## src/rtl/fc_rx_deframer_if.sv

```systemverilog
// Stream bundle for fc_rx_deframer: 36-bit PHY words in, Avalon-ST frame words out.
// slave = deframer side (consumes PHY words, sources frame beats).
// master = PHY/sink side (sources PHY words, drives ready, observes beats).
interface fc_rx_deframer_if;
  logic [35:0] avrx_data;
  logic        avrx_valid;
  logic [31:0] userrx_data;
  logic        userrx_valid;
  logic        userrx_ready;
  logic        userrx_startofpacket;
  logic        userrx_endofpacket;
  logic        userrx_error;

  modport slave (
    input  avrx_data, avrx_valid, userrx_ready,
    output userrx_data, userrx_valid, userrx_startofpacket,
           userrx_endofpacket, userrx_error
  );

  modport master (
    output avrx_data, avrx_valid, userrx_ready,
    input  userrx_data, userrx_valid, userrx_startofpacket,
           userrx_endofpacket, userrx_error
  );
endinterface

```

## src/rtl/fc_rx_deframer.sv

```systemverilog
// FC RX deframer: hunts SOF/EOF in the PHY word stream, emits frames as Avalon-ST packets.
// Latency: a data word is pushed when the next DATA/EOF arrives; valid rises the cycle after the push.
// Backpressure: PHY cannot stall; FIFO absorbs it, overflow truncates the frame with an error beat.
// Optional CRC-32 check on frame data enabled by defining FC_DEFRAMER_CRC_EN.
module fc_rx_deframer #(
  parameter int FIFO_DEPTH = 16,
  parameter int MAX_WORDS  = 537
) (
  input  logic            rx_clk,
  input  logic            reset,
  input  logic            link_active,
  fc_rx_deframer_if.slave rx,
  output logic [15:0]     frame_count,
  output logic [15:0]     error_count
);
  localparam int AW = $clog2(FIFO_DEPTH);
  localparam int CW = $clog2(MAX_WORDS + 1);

  typedef enum logic [1:0] {HUNT, INFRAME, DISCARD} state_t;
  typedef struct packed {
    logic        sop;
    logic        eop;
    logic        err;
    logic [31:0] data;
  } ent_t;

  state_t        fsm_q, fsm_d;
  logic          hold_vld_q, hold_vld_d;
  logic          hold_sop_q, hold_sop_d;
  logic [31:0]   hold_dat_q, hold_dat_d;
  logic          first_q, first_d;
  logic [CW-1:0] cnt_q, cnt_d;
  logic          pend_term_q, pend_term_d;
  logic          frame_wr_q, frame_wr_d;   // an entry of the current frame already sits in the FIFO
  logic [AW:0]   wr_ptr_q, wr_ptr_d;
  logic [AW:0]   rd_ptr_q, rd_ptr_d;
  logic [15:0]   frame_count_q, frame_count_d;
  logic [15:0]   error_count_q, error_count_d;
  ent_t          mem_q [FIFO_DEPTH];

  logic [3:0] datak;
  logic [7:0] b3, b2, b1, b0;
  logic       k_hdr, is_data, is_sof, is_eof, is_eofa;
  logic       crc_bad;
  logic       empty, full, pop;
  ent_t       head;
  logic       close_req, close_err, push_req, drop, wr_en;
  ent_t       push_ent, wr_ent;

  assign datak = rx.avrx_data[35:32];
  assign b3    = rx.avrx_data[31:24];
  assign b2    = rx.avrx_data[23:16];
  assign b1    = rx.avrx_data[15:8];
  assign b0    = rx.avrx_data[7:0];

  // Classify the incoming word as DATA, SOF, EOF or other K word
  always_comb begin
    k_hdr   = (datak == 4'b1000) && (b3 == 8'hBC) && (b1 == b0);
    is_data = (datak == 4'b0000);
    is_sof  = k_hdr && (b2 == 8'hB5) &&
              (b1 inside {8'h35, 8'h36, 8'h37, 8'h55, 8'h56, 8'h57, 8'h58});
    is_eof  = k_hdr && ((b2 == 8'h95) || (b2 == 8'hB5)) &&
              (b1 inside {8'h75, 8'hD5, 8'hF5});
    is_eofa = is_eof && (b1 == 8'hF5);
  end

`ifdef FC_DEFRAMER_CRC_EN
  logic [31:0] crc_q, crc_d;

  // MSB-first CRC-32 over one 32-bit word
  function automatic logic [31:0] crc32_word(input logic [31:0] c, input logic [31:0] d);
    logic [31:0] r;
    r = c;
    for (int i = 31; i >= 0; i--) begin
      r = {r[30:0], 1'b0} ^ ((r[31] ^ d[i]) ? 32'h04C11DB7 : 32'h0);
    end
    return r;
  endfunction

  // Good frame (data plus its CRC word) leaves the fixed residue
  assign crc_bad = (crc_q != 32'hC704DD7B);
`else
  assign crc_bad = 1'b0;
`endif

  // Show-ahead FIFO status and output view
  assign empty = (wr_ptr_q == rd_ptr_q);
  assign full  = (wr_ptr_q[AW] != rd_ptr_q[AW]) && (wr_ptr_q[AW-1:0] == rd_ptr_q[AW-1:0]);
  assign head  = mem_q[rd_ptr_q[AW-1:0]];
  assign pop   = !empty && rx.userrx_ready;

  assign rx.userrx_valid         = !empty;
  assign rx.userrx_data          = empty ? 32'h0 : head.data;
  assign rx.userrx_startofpacket = !empty && head.sop;
  assign rx.userrx_endofpacket   = !empty && head.eop;
  assign rx.userrx_error         = !empty && head.err;
  assign frame_count             = frame_count_q;
  assign error_count             = error_count_q;

  // Next-state: FSM, hold register, FIFO write/overflow handling, counters
  always_comb begin
    fsm_d         = fsm_q;
    hold_vld_d    = hold_vld_q;
    hold_sop_d    = hold_sop_q;
    hold_dat_d    = hold_dat_q;
    first_d       = first_q;
    cnt_d         = cnt_q;
    pend_term_d   = pend_term_q;
    frame_wr_d    = frame_wr_q;
    close_req     = 1'b0;
    close_err     = 1'b0;
    push_req      = 1'b0;
    push_ent      = '0;
    drop          = 1'b0;
    wr_en         = 1'b0;
    wr_ent        = '0;
`ifdef FC_DEFRAMER_CRC_EN
    crc_d         = crc_q;
`endif

    if (rx.avrx_valid) begin
      case (fsm_q)
        HUNT: begin
          if (is_sof && link_active) begin
            fsm_d   = INFRAME;
            cnt_d   = '0;
            first_d = 1'b1;
`ifdef FC_DEFRAMER_CRC_EN
            crc_d   = 32'hFFFFFFFF;
`endif
          end
        end
        INFRAME: begin
          if (!link_active) begin
            close_req = 1'b1;
            close_err = 1'b1;
            fsm_d     = HUNT;
          end else if (is_data) begin
            if (cnt_q == CW'(MAX_WORDS)) begin
              close_req = 1'b1;
              close_err = 1'b1;
              fsm_d     = DISCARD;
            end else begin
              push_req   = hold_vld_q;
              push_ent   = '{sop: hold_sop_q, eop: 1'b0, err: 1'b0, data: hold_dat_q};
              hold_vld_d = 1'b1;
              hold_sop_d = first_q;
              hold_dat_d = rx.avrx_data[31:0];
              first_d    = 1'b0;
              cnt_d      = cnt_q + CW'(1);
`ifdef FC_DEFRAMER_CRC_EN
              crc_d      = crc32_word(crc_q, rx.avrx_data[31:0]);
`endif
            end
          end else if (is_eof) begin
            close_req = 1'b1;
            close_err = is_eofa || crc_bad;
            fsm_d     = HUNT;
          end else if (is_sof) begin
            // abort the open frame and start the new one on this same word
            close_req = 1'b1;
            close_err = 1'b1;
            cnt_d     = '0;
            first_d   = 1'b1;
`ifdef FC_DEFRAMER_CRC_EN
            crc_d     = 32'hFFFFFFFF;
`endif
          end else begin
            close_req = 1'b1;
            close_err = 1'b1;
            fsm_d     = HUNT;
          end
        end
        DISCARD: begin
          if (is_eof) begin
            fsm_d = HUNT;
          end else if (is_sof && link_active) begin
            fsm_d   = INFRAME;
            cnt_d   = '0;
            first_d = 1'b1;
`ifdef FC_DEFRAMER_CRC_EN
            crc_d   = 32'hFFFFFFFF;
`endif
          end
        end
        default: fsm_d = HUNT;
      endcase
    end

    // Closing a frame flushes the hold word as eop; an empty frame is only counted
    if (close_req) begin
      hold_vld_d = 1'b0;
      if (hold_vld_q) begin
        push_req = 1'b1;
        push_ent = '{sop: hold_sop_q, eop: 1'b1, err: close_err, data: hold_dat_q};
      end else begin
        drop = 1'b1;
      end
    end

    if (pend_term_q) begin
      // frame pushes are suppressed until the truncation beat is written
      if (!full || pop) begin
        wr_en       = 1'b1;
        wr_ent      = '{sop: 1'b0, eop: 1'b1, err: 1'b1, data: 32'h0};
        pend_term_d = 1'b0;
        frame_wr_d  = 1'b0;
      end
    end else if (push_req) begin
      if (full && !pop) begin
        fsm_d      = DISCARD;
        hold_vld_d = 1'b0;
        if (frame_wr_q) pend_term_d = 1'b1;
        else            drop        = 1'b1;
      end else begin
        wr_en      = 1'b1;
        wr_ent     = push_ent;
        frame_wr_d = !push_ent.eop;
      end
    end

    wr_ptr_d      = wr_ptr_q + (AW+1)'(wr_en);
    rd_ptr_d      = rd_ptr_q + (AW+1)'(pop);
    frame_count_d = frame_count_q + 16'(pop && head.eop && !head.err);
    error_count_d = error_count_q + 16'(pop && head.eop && head.err) + 16'(drop);
  end

  // State, pointer and counter registers
  always_ff @(posedge rx_clk or posedge reset) begin
    if (reset) begin
      fsm_q         <= HUNT;
      hold_vld_q    <= 1'b0;
      hold_sop_q    <= 1'b0;
      hold_dat_q    <= '0;
      first_q       <= 1'b0;
      cnt_q         <= '0;
      pend_term_q   <= 1'b0;
      frame_wr_q    <= 1'b0;
      wr_ptr_q      <= '0;
      rd_ptr_q      <= '0;
      frame_count_q <= '0;
      error_count_q <= '0;
`ifdef FC_DEFRAMER_CRC_EN
      crc_q         <= 32'hFFFFFFFF;
`endif
    end else begin
      fsm_q         <= fsm_d;
      hold_vld_q    <= hold_vld_d;
      hold_sop_q    <= hold_sop_d;
      hold_dat_q    <= hold_dat_d;
      first_q       <= first_d;
      cnt_q         <= cnt_d;
      pend_term_q   <= pend_term_d;
      frame_wr_q    <= frame_wr_d;
      wr_ptr_q      <= wr_ptr_d;
      rd_ptr_q      <= rd_ptr_d;
      frame_count_q <= frame_count_d;
      error_count_q <= error_count_d;
`ifdef FC_DEFRAMER_CRC_EN
      crc_q         <= crc_d;
`endif
    end
  end

  // FIFO storage; contents need no reset since outputs are gated by empty
  always_ff @(posedge rx_clk) begin
    if (wr_en) mem_q[wr_ptr_q[AW-1:0]] <= wr_ent;
  end
endmodule

```

## src/flat_wrapper.sv

```systemverilog
// flat-port wrapper written by rule: the top's interface ports become plain ports
module fc_rx_deframer_flat 
#(
  parameter int FIFO_DEPTH = 16,
  parameter int MAX_WORDS  = 537
)
  (rx_clk, reset, link_active, frame_count, error_count, rx_avrx_data, rx_avrx_valid, rx_userrx_ready, rx_userrx_data, rx_userrx_valid, rx_userrx_startofpacket, rx_userrx_endofpacket, rx_userrx_error);
  fc_rx_deframer_if rx_i ();
  input  logic rx_clk;
  input  logic reset;
  input  logic link_active;
  output logic [15:0] frame_count;
  output logic [15:0] error_count;
  input wire logic [$bits(rx_i.avrx_data)-1:0] rx_avrx_data;
  input wire logic [$bits(rx_i.avrx_valid)-1:0] rx_avrx_valid;
  input wire logic [$bits(rx_i.userrx_ready)-1:0] rx_userrx_ready;
  output wire logic [$bits(rx_i.userrx_data)-1:0] rx_userrx_data;
  output wire logic [$bits(rx_i.userrx_valid)-1:0] rx_userrx_valid;
  output wire logic [$bits(rx_i.userrx_startofpacket)-1:0] rx_userrx_startofpacket;
  output wire logic [$bits(rx_i.userrx_endofpacket)-1:0] rx_userrx_endofpacket;
  output wire logic [$bits(rx_i.userrx_error)-1:0] rx_userrx_error;
  assign rx_i.avrx_data = rx_avrx_data;
  assign rx_i.avrx_valid = rx_avrx_valid;
  assign rx_i.userrx_ready = rx_userrx_ready;
  assign rx_userrx_data = rx_i.userrx_data;
  assign rx_userrx_valid = rx_i.userrx_valid;
  assign rx_userrx_startofpacket = rx_i.userrx_startofpacket;
  assign rx_userrx_endofpacket = rx_i.userrx_endofpacket;
  assign rx_userrx_error = rx_i.userrx_error;
  fc_rx_deframer #(.FIFO_DEPTH(FIFO_DEPTH), .MAX_WORDS(MAX_WORDS)) u_core (.rx_clk(rx_clk), .reset(reset), .link_active(link_active), .rx(rx_i), .frame_count(frame_count), .error_count(error_count));
endmodule
```

## config.mk

```make
export PLATFORM = sky130hd
export DESIGN_NAME = fc_rx_deframer_flat
export DESIGN_NICKNAME = d
export VERILOG_FILES = /design/src/rtl/fc_rx_deframer_if.sv /design/src/rtl/fc_rx_deframer.sv /design/src/flat_wrapper.sv
export SDC_FILE = /design/constraint.sdc
export NUM_CORES = 1
export LEC_CHECK = 0
export ABC_AREA = 1
export BUFFER_PORTS_ARGS = -buffer_cell sky130_fd_sc_hd__buf_2
export CORE_MARGIN = 2
export CORE_UTILIZATION = 45
export DETAILED_ROUTE_END_ITERATION = 10
export GPL_ROUTABILITY_DRIVEN = 0
export SYNTH_ARGS = -nofsm -noshare
export SYNTH_HDL_FRONTEND = slang
export SYNTH_SLANG_ARGS = --single-unit
```

## constraint.sdc

```tcl
create_clock -name rx_clk -period 9.89 [get_ports rx_clk]
set_clock_uncertainty 0.1 [all_clocks]
set_input_delay 1.4835 -clock rx_clk [delete_from_list [all_inputs] [get_ports rx_clk]]
set_output_delay 1.4835 -clock rx_clk [all_outputs]
set_load 0.05 [all_outputs]
```

==> impl_results.md <==
- Status: finished clean
- Post-synthesis sequential area ratio: 0.717
- CP peak stage delay: 0.94 ns
- Hold depth: 1
- Post-Syn Area: 26600 µm²
- Clock transition at path regs: 0.05 ns
- Synth warn: 0
- Pwr/cell area: 182 nW/µm²
- Clock Power Share: 0.449
- Worst-Margin Slew: 1.11 ns
- TritonCTS Sinks: 651
- Rows: 89
- CTS tree: yes
- Total Wirelength: 67400 µm
- Reg power frac: 0.538
- Cells after Synth: 2140
- Top-count cell post-synth: edfxtp_1
- Area growth syn-to-layout: 12.9%
- CTS Buf Count: 69
- Sw Share: 0.199
- Synth area leader: edfxtp_1
- Met1 WL: 29500 µm
- Met3 wire len: 5160 µm
- Critical path capture point type: output port
- Top FF cell, synth: edfxtp_1
- Final Hold Vio Count: 0
- Critical Path AT: 4.37 ns
- Remaining antenna violation count: 0
- Via density: 5.61
- Max Cap Viol: 0
- Post-CTS Repair Setup Buffers: 0
- Vias: 17100
- R2R cell count: 18
- Iteration-0 DRC Markers: 1647
- Worst path cell trace: inv_6 > buf_4 > o21ai_0 > o221ai_1 > nand3_1 > nand3_1 > inv_1 > nor2_1 > buf_2
- Largest net degree at the start of global routing: 239
- IO Count: 109
- Die H: 247 µm
- IO Port Bufs: 108
- DR pass1 iterations: 5
- Startpoint types: flop
- Setup TNS Final: 0 ns
- First-pass GRT wire length: 101000 µm
- Clock Tree Root: clkbuf_16
- Drt wl/cell: 22.2 µm
- Top post-synthesis cells by area: edfxtp_1 (63%), dfrtp_1 (8.6%), o21ai_0 (5.9%)
- Psw: 0.00109 W
- Die W: 247 µm
- Fin crit period: 5.95 ns
- Post-CTS sizing: 0
- Synthesized net count: 2191
- Max Used Layer: met4
- Final Core Density: 0.511
- Gr usage total: 0.223
- Synth cell count leaders: edfxtp_1 (560), nor2_1 (332), o21ai_0 (314), nand2_1 (218), inv_1 (100)
- Total gr overflow: 0
- WS Path Type: flop to output port
- Remaining routing DRC violations: 0
- CP max stage cell: buf_4
- RSZ-0062 raised after global routing: no
- Yosys reg bits: 651
- H-Tree Depth: 3
- Antenna cell count: 0
- Placed wire-length estimate: 36200 µm
- Layout cells sized above 1: 0.140
- Finish-stage setup viols: 0
- Comb pwr share: 0.013
- Vias in the first global route: 16300
- CP most frequent cell: nand3_1
- Nets: 2274
- Hold WC Path Type: flop to flop
- Slew headroom: 0.254
- Fin crit share: 0.602
- Yosys cell types: 43
- FMAX: 168 MHz
- Starting Density: 0.453
- Cell leakage power: 9.57 nW
- Int Power: 0.00439 W
- Worst vdd ir: 111 µV
- Yosys top cell area share: 0.632
- Clk_lat worst skew: 0.59 ns
- Worst Path Required: 8.31 ns
- Max Root-Sink Buffers: 3
- Post-synth ARST share: 0.140
- Met2 WL post-DR: 31400 µm
- Hold-fix buffers at CTS: 0
- Die ar.: 61100 µm²
- Mapped Avg Cell Area: 12.4 µm²
- EDFF count, synth: 560
- Initial antenna violation count: 0
- Fin. max-slew vios: 0
- Largest fanout on the critical path: 109
- Core area: 58800 µm²
-- sequential cells by signal (all words and copies together) (netlist names) --
name	flops
u_core.hold_vld_q	1
u_core.mem_q	560
u_core.fsm_q	2
u_core.hold_dat_q	32
u_core.rd_ptr_q	5
u_core.frame_count	16
u_core.frame_wr_q	1
u_core.hold_sop_q	1
u_core.wr_ptr_q	5
u_core.error_count	16
u_core.cnt_q	10
u_core.pend_term_q	1
u_core.first_q	1
-- cells by family (layout without fill, tap and decap cells) --
| group | after synthesis | count (layout) | share of synthesized area |
|---|---|---|---|
| AND/OR/NAND/NOR | 690 | 690 | 0.115 |
| flip-flops | 651 | 651 | 0.717 |
| AO/OA/AOI/OAI | 514 | 514 | 0.112 |
| adder cells (fa/ha/maj) | 10 | 10 | 0.00498 |
| XOR/XNOR | 38 | 38 | 0.0125 |
| buffers and inverters | 237 | 367 | 0.0384 |
-- placed cells by master, fill, tap and decap left out, types with 3 or more instances in the layout --
master / synthesis / routed
o21ai_1: 3 / 3
xor2_1: 32 / 32
buf_4: 5 / 28
ha_1: 9 / 9
nor2_4: 31 / 49
o21ai_0: 314 / 314
clkinv_2: 1 / 12
clkinv_1: 1 / 11
clkbuf_16: 0 / 72
a31oi_1: 35 / 35
o211ai_1: 12 / 12
inv_2: 9 / 8
clkbuf_1: 73 / 13
xnor2_1: 6 / 6
inv_6: 0 / 3
inv_1: 100 / 99
edfxtp_1: 560 / 560
nand3_1: 63 / 63
dfrtp_1: 91 / 88
nand2_1: 218 / 218
nor3_1: 12 / 12
a21oi_1: 10 / 10
buf_2: 38 / 108
nand4_1: 11 / 11
bufinv_16: 0 / 3
nor3_2: 6 / 6
nor2_1: 332 / 315
nand2_2: 4 / 4
o221ai_1: 57 / 57
o22ai_1: 79 / 79
-- layer usage --
metal | track usage | vias to the layer above
li1 | - | 7899
met1 | 0.324 | 8455
met2 | 0.353 | 625
met3 | 0.0380 | 103
met4 | 0.0528 | 0
met5 | 0 | -
-- power by group through the flow --
stage | Clock (W) | Combinational [W] | Sequential, W
CTS | 0.00250 | 0.0000708 | 0.00295
finish | 0.00246 | 0.0000698 | 0.00295
detailed placement | 0 | 0.0000707 | 0.00300
global placement | 0 | 0.0000701 | 0.00300
floorplan | 0 | 0.0000431 | 0.00300
global route | 0.00261 | 0.0000772 | 0.00295
-- worst max-delay path, delay by kind of cell (launching register included) --
kind            cells  cell delay, ns
simple gates        3            0.46
compound gates      2            0.47
buf+inv             4            2.04
flops               1            0.69
-- area by class of cell --
cell class	count	area [µm²]
clock buffer	87	1880
clock inverter	31	260
fill	5012	28700
inverter	112	432
multi-input combinational	1252	6640
sequential	651	19100
tap	773	967
timing repair buffer	137	771
-- stage by stage --
step	instance area, µm²	setup slack [ns]	total power, W	hold WS (ns)	cells
6_report	30100	3.94	0.00548	0.376	3043
5_1_grt	30100	3.68	0.00563	0.403	3043
4_1_cts	30100	3.90	0.00552	0.381	3043
3_5_place_dp	27900	4.54	0.00308	0.369	2925
3_3_place_gp	27900	4.63	0.00307	0.362	2925
2_1_floorplan	26600	5.70	0.00305	0.353	2140
-- final timing paths --
kind / from / end / slack [ns]
worst max-delay path: u_core.rd_ptr_q[0] / rx_userrx_error / 3.94
worst min-delay path: u_core.error_count[15] / u_core.error_count[15] / 0.38
worst max register to register: u_core.rd_ptr_q[1] / u_core.frame_count[14] / 4.60
worst min register to register: u_core.error_count[15] / u_core.error_count[15] / 0.38
max in group asynchronous: reset / u_core.rd_ptr_q[1] / 7.70
min in group asynchronous: reset / u_core.frame_count[9] / 0.79
No activity file was read; power rests on OpenSTA's default activity.
